**config.mk**
```make
export PLATFORM = sky130hd
export DESIGN_NAME = cnt_tx_sched
export DESIGN_NICKNAME = d
export VERILOG_FILES = /design/src/rtl/cnt_tx_sched_pkg.sv /design/src/rtl/cnt_tx_sched_rr_arb.sv /design/src/rtl/cnt_tx_sched.sv
export SDC_FILE = /design/constraint.sdc
export NUM_CORES = 1
export LEC_CHECK = 0
export CAP_MARGIN = 25
export CORE_AREA = 2 2 138 140
export DETAILED_ROUTE_END_ITERATION = 12
export DIE_AREA = 0 0 140 142
export GPL_TIMING_DRIVEN = 0
export PLACE_DENSITY = 0.67
export SYNTH_ARGS = -nofsm -noshare
export SYNTH_HDL_FRONTEND = slang
export SYNTH_HIERARCHICAL = 1
export SYNTH_SLANG_ARGS = --single-unit
```
**constraint.sdc**
```tcl
create_clock -name clk -period 3.1 [get_ports clk]
set_clock_uncertainty 0.1 [all_clocks]
set_input_delay 0.775 -clock clk [delete_from_list [all_inputs] [get_ports clk]]
set_output_delay 0.775 -clock clk [all_outputs]
set_load 0.005 [all_outputs]
```
**src/rtl/cnt_tx_sched_pkg.sv**
```systemverilog
// Shared types and defaults for the counter-sharing transaction scheduler.
package cnt_tx_sched_pkg;

  localparam int NUM_REQ_DEF = 4;
  localparam int CNT_WIDTH   = 8;

  typedef struct packed {
    logic [31:0] addr;
    logic [31:0] data;
  } tx_packet_t;

  typedef enum logic [1:0] {
    IDLE = 2'd0,
    RUN  = 2'd1,
    SEND = 2'd2
  } sched_state_e;

endpackage

```
**src/rtl/cnt_tx_sched_rr_arb.sv**
```systemverilog
// Combinational round-robin pick: first set request searching upward from ptr+1.
module rr_arb #(
  parameter int NUM_REQ = 4,
  parameter int IDX_W   = $clog2(NUM_REQ)
) (
  input  logic [NUM_REQ-1:0] req,
  input  logic [IDX_W-1:0]   ptr,
  output logic [IDX_W-1:0]   winner,
  output logic               any_req
);

  logic [IDX_W-1:0] cand;

  always_comb begin
    winner  = '0;
    any_req = 1'b0;
    cand    = '0;
    // Scan farthest-first so the nearest set bit after ptr is the last one written.
    for (int off = NUM_REQ; off >= 1; off--) begin
      cand = IDX_W'((int'(ptr) + off) % NUM_REQ);
      if (req[cand]) begin
        winner  = cand;
        any_req = 1'b1;
      end
    end
  end

endmodule

```
**src/rtl/cnt_tx_sched.sv**
```systemverilog
// Round-robin scheduler sharing one counter between NUM_REQ requesters;
// each job runs one counter period, then offers the captured packet downstream.
//
// state | meaning
// IDLE  | waiting for any request; grant issued on the edge leaving IDLE
// RUN   | flag_cnt_o high, waiting for the counter terminal pulse
// SEND  | out_valid_o high, holding the packet until out_ready_i
module cnt_tx_sched
  import cnt_tx_sched_pkg::*;
#(
  parameter int NUM_REQ   = NUM_REQ_DEF,
  parameter int REQ_IDX_W = $clog2(NUM_REQ),
  parameter int TXCNT_W   = 16
) (
  input  logic                     clk,
  input  logic                     rst,
  input  logic [NUM_REQ-1:0]       req_i,
  input  tx_packet_t [NUM_REQ-1:0] pkt_i,
  output logic [NUM_REQ-1:0]       gnt_o,
  input  logic                     clear_i,
  output logic                     flag_cnt_o,
  input  logic                     end_cnt_i,
  output logic                     out_valid_o,
  input  logic                     out_ready_i,
  output tx_packet_t               out_pkt_o,
  output logic [REQ_IDX_W-1:0]     out_src_o,
  output logic                     busy_o,
  output logic [TXCNT_W-1:0]       tx_cnt_o
);

  sched_state_e state_q, state_d;

  logic [REQ_IDX_W-1:0] ptr_q, ptr_d;
  logic [REQ_IDX_W-1:0] winner;
  logic                 any_req;

  logic [NUM_REQ-1:0]   gnt_d;
  logic                 flag_d;
  logic                 valid_d;
  tx_packet_t           pkt_d;
  logic [REQ_IDX_W-1:0] src_d;
  logic                 busy_d;
  logic [TXCNT_W-1:0]   tx_d;
  logic                 handshake;

  rr_arb #(
    .NUM_REQ (NUM_REQ),
    .IDX_W   (REQ_IDX_W)
  ) u_rr_arb (
    .req     (req_i),
    .ptr     (ptr_q),
    .winner  (winner),
    .any_req (any_req)
  );

  assign handshake = out_valid_o & out_ready_i;

  always_ff @(posedge clk or negedge rst) begin
    if (!rst) begin
      state_q     <= IDLE;
      ptr_q       <= REQ_IDX_W'(NUM_REQ - 1);
      gnt_o       <= '0;
      flag_cnt_o  <= 1'b0;
      out_valid_o <= 1'b0;
      out_pkt_o   <= '0;
      out_src_o   <= '0;
      busy_o      <= 1'b0;
      tx_cnt_o    <= '0;
    end else begin
      state_q     <= state_d;
      ptr_q       <= ptr_d;
      gnt_o       <= gnt_d;
      flag_cnt_o  <= flag_d;
      out_valid_o <= valid_d;
      out_pkt_o   <= pkt_d;
      out_src_o   <= src_d;
      busy_o      <= busy_d;
      tx_cnt_o    <= tx_d;
    end
  end

  always_comb begin
    state_d = state_q;
    if (clear_i) begin
      state_d = IDLE;
    end else begin
      unique case (state_q)
        IDLE:    if (any_req)   state_d = RUN;
        RUN:     if (end_cnt_i) state_d = SEND;
        SEND:    if (handshake) state_d = IDLE;
        default: state_d = IDLE;
      endcase
    end
  end

  // Next values of the registered outputs; clear_i overrides every event.
  always_comb begin
    gnt_d   = '0;
    flag_d  = flag_cnt_o;
    valid_d = out_valid_o;
    pkt_d   = out_pkt_o;
    src_d   = out_src_o;
    ptr_d   = ptr_q;
    tx_d    = tx_cnt_o;
    if (clear_i) begin
      flag_d  = 1'b0;
      valid_d = 1'b0;
    end else begin
      unique case (state_q)
        IDLE: begin
          if (any_req) begin
            gnt_d[winner] = 1'b1;
            pkt_d         = pkt_i[winner];
            src_d         = winner;
            ptr_d         = winner;
            flag_d        = 1'b1;
          end
        end
        RUN: begin
          if (end_cnt_i) begin
            flag_d  = 1'b0;
            valid_d = 1'b1;
          end
        end
        SEND: begin
          if (handshake) begin
            valid_d = 1'b0;
            tx_d    = tx_cnt_o + TXCNT_W'(1);
          end
        end
        default: begin
          flag_d  = 1'b0;
          valid_d = 1'b0;
        end
      endcase
    end
    busy_d = (state_d != IDLE);
  end

endmodule

```
==> flow_summary.yaml <==
clocking:
  clockBufferDepth: 2
  postCtsSetupBuffers: 0
  cts_resized: 0
  clkLatencyLatePin_ns: 0.35
  htreeDepth: 3
  cts_tree: "built"
  hold_buffers: 0
  clk_pin_slew_worst_paths_ns: 0.08
  cts_buffers: 9
  root_buffer: "clkbuf_16"
  cts_num_sinks: 93
placement:
  placed_area_um2: 9174
  globalplace.congestion: 0.9007
  dp.final_hpwl_um: 15530
  port_buffers: 353
global_routing:
  grt_usage: 0.1880
  antenna_found_initial: 0
  grt_first_pass_wirelength_um: 28590
  grt_pass1_vias: 4950
  grt_max_degree: 52
  grt.overflow.total: 0
timing:
  worst_pin_slew_ns: 0.6488
  hold_viol_final: 0
  finalCritPeriodShare: 0.9367
  setup_viol: 0
  relSlewSlack: 0.5635
  fin_tns_setup_ns: 0
  fmax_mhz: 344.4
  rsz0062_at_grt: "no"
  hold_slack_ns: 0.3165
  report.final.slew_viol_count: 0
  period_minus_slack_ns: 2.904
routing:
  firstDrtPassIters: 10
  viasPerCell: 4.846
  wl_met3_um: 1651
  drt-initial-drc-count: 229
  wirelength_um: 18860
  wl_per_cell_um: 20.15
  wl_met2_um: 9721
  ant_nets: 0
  dr_total_vias: 4536
  wl_met1_um: 7042
  top_layer_used: "met4"
  drcViolationCount: 25
worst_setup_path:
  worst_r2r_endpoint: "out_pkt_o[58]"
  rrSetupSlack_ns: 0.59
  rr_worst_depth: 7
  crit_path_end_kind: "flop"
  cp.arrival_ns: 3.04
  worstPathMaxFanout: 10
  worst_ep_required_time_ns: 3.23
  cp-start-kind: "primary input"
  criticalPathCategory: "primary input to flop"
  rr_startpoint: "ptr_q[1]"
finish:
  area_growth_pct: 77.93
  drive_gt1_frac: 0.2464
  multi_input_area_um2: 2794
  layout_commonest_cell: "clkdlybuf4s50_1"
  register_area_um2: 2330
  stdcell_area_um2: 9470
  antennaDiodeCount: 0
  nets: 963
  fill_cells: 1564
  most-common-layout-cells: "352 x clkdlybuf4s50_1, 91 x dfrtp_1, 64 x mux4_2"
die:
  die-height_um: 142
  die-area_um2: 19880
  start_util: 0.2884
  pin_count: 354
  dieWidth_um: 140
  rows: 50
  fp.coreArea_um2: 18460
outcome:
  violations: "design-rule violations"
  outcome: "complete, but fails checks"
synthesis:
  ys_seq_area_frac: 0.4377
  ys_warn_count: 6
  syn-cell-area_um2: 5323
  synth_nets: 599
  synth_async_sr_flop_share: 1.000
  synth_seq_cells: 93
  yosys_most_used_dff: "dfrtp_1"
  synth_edf_count: 0
  syn_avg_cell_area_um2: 15.98
  syn-instance-count: 333
  synth_cell_type_count: 38
job:
  cap_violations: 0
pwr:
  p_leak_uw: 0.003723
  powerDensity_nw_per_um2: 637.3
  peakVddDrop_v: 0.0002612
worst_hold_path:
  hold_class: "primary input to async pin"
==> power by group <==
part | total (µW) | switching (µW) | leakage (µW) | internal (µW)
clock | 1130 | 552 | 0.000148 | 573
sequential | 1940 | 256 | 0.00113 | 1680
combinational | 2970 | 939 | 0.00244 | 2030
==> through the flow <==
| step | instances | setup slack (ns) | util | power [µW] |
|---|---|---|---|---|
| floorplan | 333 | 0.5099 | - | 3353 |
| finish | 936 | 0.1961 | 0.5132 | 6035 |
| detailed placement | 921 | -0.3468 | 0.4971 | 4977 |
| CTS | 937 | 0.04882 | 0.5133 | 6136 |
| global route | 936 | 0.02053 | 0.5132 | 6381 |
| global placement | 920 | -2.452 | 0.4957 | 4931 |
==> final cells by class <==
cell class              count  area share
repair buffers            354      0.3757
multi-input cells         210      0.2950
flip-flops and latches     93      0.2460
well taps                 234     0.03092
clock buffers               9     0.02378
plain buffers              24     0.01876
clock inverters             7    0.007795
inverters                   5    0.001982
==> logic make-up after synthesis <==
family | after synthesis | synth area share
DFF | 93 | 0.4377
AOI/OAI and AO/OA | 17 | 0.01975
adders and majority gates | 1 | 0.002350
buffers and inverters | 30 | 0.03738
and+or+nand+nor | 47 | 0.05383
xor gates and xnor gates | 15 | 0.02468
muxes | 130 | 0.4243
==> worst max-delay path, cell delays in order <==
cell and delay, ns:
clkdlybuf4s50_1 0.52, and2b_1 0.18, a21oi_2 0.05, o221ai_2 0.17, buf_6 0.16, buf_2 0.31
mux4_2 0.58, mux2_2 0.28
==> routing by layer <==
layer,GRT usage,vias to the layer above
li1,-,2033
met1,0.2183,2269
met2,0.3334,205
met3,0.05451,29
met4,0.06645,0
met5,0,-
==> sequential cells by signal (all words and copies together), names as in the netlist <==
register	flops
out_pkt_o	64
ptr_q	2
state_q	2
out_valid_o	1
tx_cnt_o	16
busy_o	1
gnt_o	4
flag_cnt_o	1
out_src_o	2
==> Yosys cell counts, drive strengths merged (2+ instances only) <==
library cell / n / area share
dfrtp: 91 / 0.43
mux2: 65 / 0.15
mux4: 64 / 0.27
buf: 19 / 0.030
nand2: 11 / 0.0078
xnor2: 11 / 0.018
a21oi: 7 / 0.0073
nor2: 7 / 0.0049
clkbuf: 6 / 0.0042
o21ai: 6 / 0.0056
inv: 5 / 0.0035
nand2b: 5 / 0.0059
nand4: 5 / 0.0059
nand3: 4 / 0.0038
xor2: 4 / 0.0066
and3: 3 / 0.0035
nor4: 3 / 0.0047
and4: 2 / 0.0033
dfstp: 2 / 0.0099
nand3b: 2 / 0.0028
nor3: 2 / 0.0040
==> worst max-delay path by stage <==
stage / start / slack [ns] / end / cells after the start
after floorplan: req_i[2] / 0.51 / out_pkt_o[30] / 7
after global placement: rst / -2.45 / out_pkt_o[55] / 1
after detailed placement: req_i[1] / -0.35 / out_pkt_o[7] / 9
after CTS: req_i[1] / 0.05 / out_pkt_o[7] / 9
after global routing: req_i[1] / 0.02 / out_pkt_o[13] / 9
final: req_i[3] / 0.20 / out_pkt_o[58] / 8
No activity file was read; power rests on OpenSTA's default activity.
